`src/rtl/except_ctrl_pkg.sv`:
```
// Shared definitions for the MEM-stage exception controller:
// cause codes, flag bit positions, FSM encoding and the selection bundle.
package except_ctrl_pkg;

    localparam logic [31:0] EXC_VECTOR_DEF = 32'hBFC0_0380;

    localparam logic [31:0] EXC_INT  = 32'h0000_0001;
    localparam logic [31:0] EXC_ADEL = 32'h0000_0004;
    localparam logic [31:0] EXC_ADES = 32'h0000_0005;
    localparam logic [31:0] EXC_SYS  = 32'h0000_0008;
    localparam logic [31:0] EXC_BP   = 32'h0000_0009;
    localparam logic [31:0] EXC_RI   = 32'h0000_000a;
    localparam logic [31:0] EXC_OV   = 32'h0000_000c;
    localparam logic [31:0] EXC_TR   = 32'h0000_000d;
    localparam logic [31:0] EXC_ERET = 32'h0000_000e;

    localparam int FLG_ADEL_F = 0;
    localparam int FLG_RI     = 1;
    localparam int FLG_OV     = 2;
    localparam int FLG_TRAP   = 3;
    localparam int FLG_SYS    = 4;
    localparam int FLG_BREAK  = 5;
    localparam int FLG_ADEL_L = 6;
    localparam int FLG_ADES   = 7;
    localparam int FLG_ERET   = 8;
    localparam int NFLAGS     = 9;

    typedef enum logic [1:0] {
        ST_IDLE   = 2'd0,
        ST_COMMIT = 2'd1,
        ST_DRAIN  = 2'd2
    } state_t;

    typedef struct packed {
        logic        hit;
        logic        eret;
        logic [31:0] code;
        logic [31:0] bad_vaddr;
    } exc_sel_t;

endpackage

```
`src/rtl/except_ctrl_prio_enc.sv`:
```
// Fixed-priority cause selection for the MEM-stage instruction.
// Interrupts win over every synchronous cause, including eret.
module exc_prio_enc
    import except_ctrl_pkg::*;
(
    input  logic              i_int_pend,
    input  logic [NFLAGS-1:0] i_flags,
    input  logic [31:0]       i_pc,
    input  logic [31:0]       i_mem_addr,
    output exc_sel_t          o_sel
);

    // pick the single highest-priority pending cause
    always_comb begin
        o_sel = '0;
        if (i_int_pend) begin
            o_sel.hit  = 1'b1;
            o_sel.code = EXC_INT;
        end else if (i_flags[FLG_ADEL_F]) begin
            o_sel.hit       = 1'b1;
            o_sel.code      = EXC_ADEL;
            o_sel.bad_vaddr = i_pc;
        end else if (i_flags[FLG_RI]) begin
            o_sel.hit  = 1'b1;
            o_sel.code = EXC_RI;
        end else if (i_flags[FLG_OV]) begin
            o_sel.hit  = 1'b1;
            o_sel.code = EXC_OV;
        end else if (i_flags[FLG_TRAP]) begin
            o_sel.hit  = 1'b1;
            o_sel.code = EXC_TR;
        end else if (i_flags[FLG_SYS]) begin
            o_sel.hit  = 1'b1;
            o_sel.code = EXC_SYS;
        end else if (i_flags[FLG_BREAK]) begin
            o_sel.hit  = 1'b1;
            o_sel.code = EXC_BP;
        end else if (i_flags[FLG_ADEL_L]) begin
            o_sel.hit       = 1'b1;
            o_sel.code      = EXC_ADEL;
            o_sel.bad_vaddr = i_mem_addr;
        end else if (i_flags[FLG_ADES]) begin
            o_sel.hit       = 1'b1;
            o_sel.code      = EXC_ADES;
            o_sel.bad_vaddr = i_mem_addr;
        end else if (i_flags[FLG_ERET]) begin
            o_sel.hit  = 1'b1;
            o_sel.eret = 1'b1;
            o_sel.code = EXC_ERET;
        end
    end

endmodule

```
`src/rtl/except_ctrl.sv`:
```
// MEM-stage exception controller: picks one cause, reports it to CP0,
// pulses a flush with the redirect target, then drains the pipeline.
module except_ctrl
    import except_ctrl_pkg::*;
#(
    parameter logic [31:0] EXC_VECTOR   = EXC_VECTOR_DEF,
    parameter int unsigned DRAIN_CYCLES = 2
) (
    input  logic        clk,
    input  logic        rst,
    input  logic [5:0]  stall,
    input  logic        valid_i,
    input  logic [31:0] pc_i,
    input  logic        is_in_delayslot_i,
    input  logic [8:0]  exc_flags_i,
    input  logic [31:0] mem_addr_i,
    input  logic [31:0] status_i,
    input  logic [31:0] cause_i,
    input  logic [31:0] epc_i,
    input  logic [5:0]  int_hw_i,
    input  logic        timer_int_i,
    output logic [5:0]  int_o,
    output logic [31:0] excepttype_o,
    output logic [31:0] pc_o,
    output logic [31:0] bad_vaddr_o,
    output logic        is_in_delayslot_o,
    output logic        flush_o,
    output logic [31:0] new_pc_o
);

    localparam logic [15:0] DRAIN_LOAD =
        (DRAIN_CYCLES > 0) ? 16'(DRAIN_CYCLES - 1) : 16'd0;
    localparam logic HAS_DRAIN = (DRAIN_CYCLES > 0);

    state_t      r_state;
    state_t      w_next;
    logic [15:0] r_cnt;
    logic [5:0]  r_sync1;
    logic [5:0]  r_sync2;
    logic [31:0] r_exctype;
    logic [31:0] r_pc;
    logic [31:0] r_bad;
    logic        r_ds;
    logic        r_eret;
    logic        w_int_pend;
    logic        w_accept;
    exc_sel_t    w_sel;
    logic        w_unused;

    // interrupts only when enabled (IE=1) and not already in exception level
    assign w_int_pend = status_i[0] & ~status_i[1]
                      & (|(cause_i[15:8] & status_i[15:8]));

    assign w_unused = ^{stall[5], stall[3:0], status_i[31:16],
                        status_i[7:2], cause_i[31:16], cause_i[7:0]};

    exc_prio_enc u_enc (
        .i_int_pend (w_int_pend),
        .i_flags    (exc_flags_i),
        .i_pc       (pc_i),
        .i_mem_addr (mem_addr_i),
        .o_sel      (w_sel)
    );

    assign w_accept = (r_state == ST_IDLE) & valid_i & ~stall[4] & w_sel.hit;

    // FSM state register
    always_ff @(posedge clk) begin
        if (rst) r_state <= ST_IDLE;
        else     r_state <= w_next;
    end

    // FSM next state: IDLE -> COMMIT -> DRAIN -> IDLE
    always_comb begin
        w_next = r_state;
        unique case (r_state)
            ST_IDLE:   if (w_accept) w_next = ST_COMMIT;
            ST_COMMIT: w_next = HAS_DRAIN ? ST_DRAIN : ST_IDLE;
            ST_DRAIN:  if (r_cnt == 16'd0) w_next = ST_IDLE;
            default:   w_next = ST_IDLE;
        endcase
    end

    // drain counter, loaded on leaving COMMIT and counted down in DRAIN
    always_ff @(posedge clk) begin
        if (rst) begin
            r_cnt <= '0;
        end else if (r_state == ST_COMMIT) begin
            r_cnt <= DRAIN_LOAD;
        end else if (r_state == ST_DRAIN && r_cnt != 16'd0) begin
            r_cnt <= r_cnt - 16'd1;
        end
    end

    // capture the winning cause; code is live only for the COMMIT cycle
    always_ff @(posedge clk) begin
        if (rst) begin
            r_exctype <= '0;
            r_pc      <= '0;
            r_bad     <= '0;
            r_ds      <= 1'b0;
            r_eret    <= 1'b0;
        end else begin
            r_exctype <= w_accept ? w_sel.code : 32'd0;
            if (w_accept) begin
                r_pc   <= pc_i;
                r_bad  <= w_sel.bad_vaddr;
                r_ds   <= is_in_delayslot_i;
                r_eret <= w_sel.eret;
            end
        end
    end

    // two-flop synchronizer for the asynchronous interrupt pins
    always_ff @(posedge clk) begin
        if (rst) begin
            r_sync1 <= '0;
            r_sync2 <= '0;
        end else begin
            r_sync1 <= int_hw_i;
            r_sync2 <= r_sync1;
        end
    end

    assign int_o             = {r_sync2[5] | timer_int_i, r_sync2[4:0]};
    assign pc_o              = r_pc;
    assign bad_vaddr_o       = r_bad;
    assign is_in_delayslot_o = r_ds;

    // FSM outputs: flush and redirect exist only during COMMIT
    always_comb begin
        flush_o      = 1'b0;
        new_pc_o     = '0;
        excepttype_o = '0;
        if (r_state == ST_COMMIT) begin
            flush_o      = 1'b1;
            new_pc_o     = r_eret ? epc_i : EXC_VECTOR;
            excepttype_o = r_exctype;
        end
    end

endmodule

```
`config.mk`:
```
export PLATFORM = sky130hd
export DESIGN_NAME = except_ctrl
export DESIGN_NICKNAME = d
export VERILOG_FILES = /design/src/rtl/except_ctrl_pkg.sv /design/src/rtl/except_ctrl_prio_enc.sv /design/src/rtl/except_ctrl.sv
export SDC_FILE = /design/constraint.sdc
export NUM_CORES = 1
export LEC_CHECK = 0
export ABC_AREA = 1
export CAP_MARGIN = 15
export CORE_AREA = 2 2 126 128
export CTS_BUF_LIST = sky130_fd_sc_hd__clkbuf_8 sky130_fd_sc_hd__clkbuf_16
export DETAILED_ROUTE_END_ITERATION = 8
export DIE_AREA = 0 0 128 130
export PLACE_DENSITY = 0.74
export SLEW_MARGIN = 0
export SYNTH_ARGS = -nofsm -noshare
export SYNTH_HDL_FRONTEND = slang
export SYNTH_SLANG_ARGS = --single-unit
export TNS_END_PERCENT = 30
```
`constraint.sdc`:
```
create_clock -name clk -period 5.4 [get_ports clk]
set_clock_uncertainty 0.2 [all_clocks]
set_input_delay 1.62 -clock clk [delete_from_list [all_inputs] [get_ports clk]]
set_output_delay 1.62 -clock clk [all_outputs]
set_load 0.02 [all_outputs]
```
==> flow_metrics.py, run 1 <==
metrics = {
    "routing": {
        "drc_errors": 0,
        "antenna_left": 0,
        "dr_total_vias": 5877,
        "drt_iter0_markers": 259,
        "detail_route.wl_per_cell_um": 13.2,
        "vias_per_cell": 4.60,
        "wl_um": 16900,
        "first_pass_iters": 4,
    },
    "yosys": {
        "ys_types": 28,
        "async_flop_share": 0,
        "synth-edff-count": 0,
        "syn-cell-area_um2": 5490,
        "ys_top_cells_by_area": "dfxtp_1 (36%), nand2_1 (17%), nor2_1 (14%)",
        "ys_warn_count": 0,
        "synthCells": 875,
        "yosys.area.top_type_share": 0.365,
        "synth.largest_area_cell": "dfxtp_1",
        "synth-seq-area-share": 0.365,
        "ys_ff_latch": 100,
        "synth_flop_cell": "dfxtp_1",
        "syn_area_per_cell_um2": 6.27,
        "yosysMostFrequentCell": "nand2_1",
        "ys_top_cells_by_count": "nand2_1 (251), nor2_1 (206), dfxtp_1 (100)",
    },
    "global_route": {
        "gr-usage-all-layers": 0.200,
        "grt_pass1_wl_um": 26200,
        "grt-ovfl-total": 0,
        "grt_max_degree": 68,
        "grt_pass1_vias": 5206,
        "antenna_found_initial": 0,
    },
    "sta": {
        "finalHoldViolCount": 0,
        "fin_tns_setup_ns": 0,
        "relSlewSlack": 0.484,
        "rsz0062_at_grt": "false",
        "period_minus_slack_ns": 4.78,
        "slew_violations": 0,
        "fin_hold_ws_ns": 0.193,
        "setup_viol": 0,
        "worst_pin_slew_ns": 0.774,
        "max_freq_mhz": 209,
        "post-route-period-util": 0.885,
    },
    "run_status": {
        "status": "complete, no violations",
    },
    "critical_path": {
        "critPathCaptureType": "primary output",
        "worstSetupPathType": "in -> out",
        "worstPathRequired_ns": 3.58,
        "crit_arrival_ns": 2.96,
        "crit_path_start_kind": "input port",
        "crit_fanout": 1,
    },
    "floorplanning": {
        "pin_count": 322,
        "rows": 46,
        "core_area_um2": 15400,
        "start_util": 0.356,
        "die_w_um": 128,
        "dieArea_um2": 16600,
        "die_h_um": 130,
    },
    "clock_tree": {
        "cts_buffer_depth": 2,
        "ctsResizeCount": 0,
        "post_cts_buffers": 0,
        "root_buffer": "clkbuf_16",
        "clk_latency_ns": 0.35,
        "cts_tree": "yes",
        "cts_sinks": 100,
        "cts_buffers": 9,
        "path_clk_slew_ns": 0.07,
        "htreeDepth": 3,
        "cts_hold_buf": 0,
    },
    "cells_and_area": {
        "fillers": 1518,
        "multi_input_area_um2": 2860,
        "regArea_um2": 2000,
        "finalNetCount": 1267,
        "syn2layout_area_growth_pct": 48.4,
        "drive_above_1_share": 0.0369,
        "num_antenna_cells": 0,
    },
    "placed_design": {
        "gp_congestion": 0.858,
        "hpwl_um": 12000,
        "portBuffers": 242,
    },
    "worst_hold_path": {
        "holdCritPathClass": "reg -> reg",
    },
    "power": {
        "p_leak_nw": 3.46,
        "vdd_drop_max_mv": 0.124,
        "pwr_density_cell_nw_per_um2": 245,
    },
    "run": {
        "drv_cap": 0,
    },
}
## routing by layer
metal  GRT usage  wire length (µm)  vias up
li1            -                 -     3042
met1       0.218              6790     2570
met2       0.354              8000      230
met3      0.0664              1560       35
met4      0.0911               564        0
met5           0                 0        -
## cells by family (layout without fill, tap and decap cells)
family | count (synthesis) | after routing | share of synthesized area
xor+xnor | 7 | 7 | 0.0112
fa+ha+maj | 1 | 1 | 0.00228
other cells | 1 | 28 | 0.000683
compound gates | 65 | 65 | 0.0602
simple gates | 558 | 558 | 0.427
flops | 100 | 100 | 0.365
buf+inv | 143 | 326 | 0.134
## through the flow
step | power (W) | area (µm²) | worst slack [ns] | utilization | instances
after floorplan | 0.00111 | 5590 | 1.58 | - | 902
after global placement | 0.00132 | 7830 | 0.591 | 0.508 | 1261
after detailed placement | 0.00132 | 7830 | 0.603 | 0.508 | 1261
after CTS | 0.00203 | 8150 | 0.607 | 0.528 | 1277
after global routing | 0.00210 | 8150 | 0.564 | 0.528 | 1277
final | 0.00200 | 8150 | 0.619 | 0.528 | 1277
## state kept, by name, indices dropped and copies added (netlist names)
name	count
r_exctype	4
is_in_delayslot_o	1
r_eret	1
r_state	2
r_cnt	16
bad_vaddr_o	32
r_sync1	6
r_sync2	6
pc_o	32
## critical path, stage by stage
cell	delay, ns
clkdlybuf4s50_1	0.46
inv_1	0.04
a21oi_1	0.20
clkdlybuf4s50_1	0.65
## cell usage in the layout, fill, tap and decap left out, types with 21 or more instances in the layout
| master | count |
|---|---|
| nand3_1 | 47 |
| nand3b_1 | 34 |
| inv_1 | 56 |
| dfxtp_1 | 100 |
| nor2_1 | 206 |
| a21oi_1 | 28 |
| clkdlybuf4s50_1 | 242 |
| nand2_1 | 250 |
| conb_1 | 28 |
| o21ai_0 | 21 |
## area by class of cell
cell class / count / share of cell area
inverters: 57 / 0.0263
clock buffers: 9 / 0.0276
flip-flops and latches: 100 / 0.246
repair buffers: 253 / 0.309
clock inverters: 7 / 0.0114
multi-input cells: 659 / 0.351
well taps: 192 / 0.0295
## path summary, 6_finish.rpt
| path | from | cells past startpoint | end | slack [ns] |
|---|---|---|---|---|
| setup / recovery | epc_i[8] | 4 | new_pc_o[8] | 0.62 |
| hold / removal | r_sync1[4]$_SDFF_PP0_ | 2 | r_sync2[4]$_SDFF_PP0_ | 0.19 |
| setup reg to reg | r_state[1]$_SDFFE_PP0P_ | 6 | r_cnt[15]$_SDFFE_PP0P_ | 3.28 |
| hold reg to reg | r_sync1[4]$_SDFF_PP0_ | 2 | r_sync2[4]$_SDFF_PP0_ | 0.19 |
## report_power, final
| group | internal (W) | switching [W] |
|---|---|---|
| logic | 0.000237 | 0.000258 |
| clock network | 0.000405 | 0.000292 |
| registers | 0.000782 | 0.0000239 |
(Power assumes the default switching activity.)
==> inputs of run 2 (changes only) <==
- ABC_AREA: 1 -> not set
- PLACE_DENSITY: 0.74 -> 0.75
==> run 2 against run 1 <==
Compared with the run above:
- utilization increased by 0.63 points
- design area increased by 1.2%
- combinational power decreased by 17%
- synthesized cell count decreased by 27%
- maximum frequency decreased by 0.74%
- sequential share of layout area decreased by 0.29 points
- first-iteration DRC count increased by 24%
- synthesized area increased by 1.6%
- critical path depth decreased by 1
- final cell count decreased by 19%
- via count decreased by 10%
- clock power decreased by 4.2%
==> flow_metrics.py, run 2 <==
metrics = {
    "sta": {
        "finalWorstSetupSlack_ns": 0.583,
        "slew_violations": 0,
        "fin_hold_ws_ns": 0.239,
        "relSlewSlack": 0.366,
        "max_freq_mhz": 208,
        "post-route-period-util": 0.892,
        "fin_tns_setup_ns": 0,
        "rsz0062_at_grt": "false",
        "finalHoldViolCount": 0,
        "setup_viol": 0,
        "period_minus_slack_ns": 4.82,
        "worst_pin_slew_ns": 0.943,
    },
    "yosys": {
        "synth-seq-area-share": 0.359,
        "yosysMostFrequentCell": "dfxtp_1",
        "synth.largest_area_cell": "dfxtp_1",
        "ys_top_cells_by_area": "dfxtp_1 (36%), nand2b_1 (8.0%), mux2i_1 (6.6%)",
        "async_flop_share": 0,
        "ys_top_cells_by_count": "dfxtp_1 (100), nand2b_1 (71), nor2b_1 (47)",
        "ys_types": 48,
        "syn-cell-area_um2": 5580,
        "synthCells": 635,
        "synth-edff-count": 0,
        "ys_warn_count": 0,
        "yosys.area.top_type_share": 0.359,
        "synth_flop_cell": "dfxtp_1",
        "ys_ff_latch": 100,
        "syn_area_per_cell_um2": 8.78,
    },
    "critical_path": {
        "cp_num_buf_inv": 2,
        "cp_common_cell": "clkdlybuf4s50_1",
        "worstSetupPathType": "in -> out",
        "cpPeakStageDelay_ns": 0.63,
        "crit_cells": 3,
        "critPathCaptureType": "primary output",
        "cp_slowest_cell": "clkdlybuf4s50_1",
        "crit_path_start_kind": "input port",
        "worstPathRequired_ns": 3.58,
        "crit_family": "buffers and inverters",
        "ff2ff_setup_slack_ns": 2.71,
        "crit_arrival_ns": 3.00,
        "crit_fanout": 1,
        "ff2ff_path_depth": 5,
        "path_cells": "clkdlybuf4s50_1 -> and3_1 -> clkdlybuf4s50_1",
    },
    "run": {
        "drv_cap": 0,
    },
    "routing": {
        "wl_um": 17000,
        "vias_per_cell": 5.09,
        "antenna_left": 0,
        "detail_route.wl_per_cell_um": 16.5,
        "dr_total_vias": 5273,
        "drc_errors": 0,
        "drt_iter0_markers": 320,
        "first_pass_iters": 4,
    },
    "power": {
        "total_power_w": 0.00186,
        "pwr_density_cell_nw_per_um2": 226,
        "vdd_drop_max_mv": 0.128,
        "p_leak_nw": 3.39,
    },
    "worst_hold_path": {
        "holdCritPathClass": "reg -> reg",
        "hold_depth": 1,
    },
    "clock_tree": {
        "cts_sinks": 100,
        "cts_tree": "yes",
        "clk_latency_ns": 0.35,
        "root_buffer": "clkbuf_16",
        "post_cts_buffers": 0,
        "path_clk_slew_ns": 0.07,
        "cts_buffer_depth": 2,
        "cts_hold_buf": 0,
        "htreeDepth": 3,
        "cts_buffers": 9,
        "ctsResizeCount": 0,
    },
    "floorplanning": {
        "start_util": 0.362,
        "die_w_um": 128,
        "pin_count": 322,
        "die_h_um": 130,
        "rows": 46,
        "dieArea_um2": 16600,
        "core_area_um2": 15400,
    },
    "cells_and_area": {
        "finalNetCount": 1025,
        "final_cells": 1035,
        "layout_commonest_cell": "clkdlybuf4s50_1",
        "fillers": 1451,
        "final_cell_mix": "clkdlybuf4s50_1 (241), dfxtp_1 (100), nand2b_1 (71), nor2b_1 (47), nand2_1 (43)",
        "num_antenna_cells": 0,
        "syn2layout_area_growth_pct": 47.8,
        "drive_above_1_share": 0.0439,
    },
    "placed_design": {
        "hpwl_um": 12000,
        "gp_congestion": 0.793,
        "pre_cts_ws_ns": 0.566,
        "portBuffers": 242,
        "dp.cells": 1019,
    },
    "global_route": {
        "gr-usage-all-layers": 0.198,
        "grt_max_degree": 103,
        "grt_pass1_wl_um": 26000,
        "antenna_found_initial": 0,
        "grt_pass1_vias": 5051,
        "grt-ovfl-total": 0,
    },
    "run_status": {
        "status": "complete, no violations",
    },
}
[run 2: changes by cell type in the layout (fill, tap and decap cells not counted), sizes merged, moves of 32 or more]
cell / change
a21o: +32
a2bb2o: +33
inv: -41
mux2i: +37
nand2: -212
nand2b: +72
nand3: -45
nand3b: -33
nand4b: +34
nor2: -201
nor2b: +47
[run 2: worst paths after layout]
kind,startpoint,to
worst max-delay path,epc_i[6],new_pc_o[6]
worst min-delay path,r_sync1[2]$_SDFF_PP0_,r_sync2[2]$_SDFF_PP0_
worst max register to register,r_state[1]$_SDFFE_PP0P_,r_cnt[6]$_SDFFE_PP0P_
worst min register to register,r_sync1[2]$_SDFF_PP0_,r_sync2[2]$_SDFF_PP0_
[run 2: cell type report]
| cell class | instances | area [µm²] | share of cell area |
|---|---|---|---|
| clock buffers | 9 | 225 | 0.0273 |
| clock inverters | 7 | 76.3 | 0.00926 |
| inverters | 18 | 67.6 | 0.00819 |
| multi-input cells | 459 | 3150 | 0.383 |
| flip-flops and latches | 100 | 2000 | 0.243 |
| well taps | 192 | 240 | 0.0291 |
| repair buffers | 250 | 2480 | 0.301 |
[run 2: cell families (layout without fill, tap and decap cells)]
logic type                 count (synthesis)  count (layout)  synth area share
DFF                                      100             100             0.359
other                                      1              28          0.000672
muxes                                     37              37            0.0664
adders and majority gates                  1               1           0.00224
and+or+nand+nor                          268             268             0.299
AOI/OAI and AO/OA                        125             125             0.176
buffers and inverters                    103             284            0.0969
[run 2: power by group]
group	switching (W)	total (W)	internal, W	leakage (nW)
logic	0.000202	0.000412	0.000210	2.44
clock network	0.000307	0.000669	0.000362	0.136
registers	0.0000157	0.000784	0.000768	0.814
[run 2: stage by stage]
stage,area (µm²),util
2_1_floorplan,5680,-
3_3_place_gp,7940,0.515
3_5_place_dp,7940,0.515
4_1_cts,8250,0.535
5_1_grt,8250,0.535
6_report,8250,0.535
[run 2: per-layer routing]
metal / up-vias / wire length [µm] / global-route usage
met5: - / 0 / 0
li1: 2578 / - / -
met3: 21 / 1540 / 0.0750
met2: 198 / 8410 / 0.357
met4: 0 / 339 / 0.0633
met1: 2476 / 6740 / 0.217
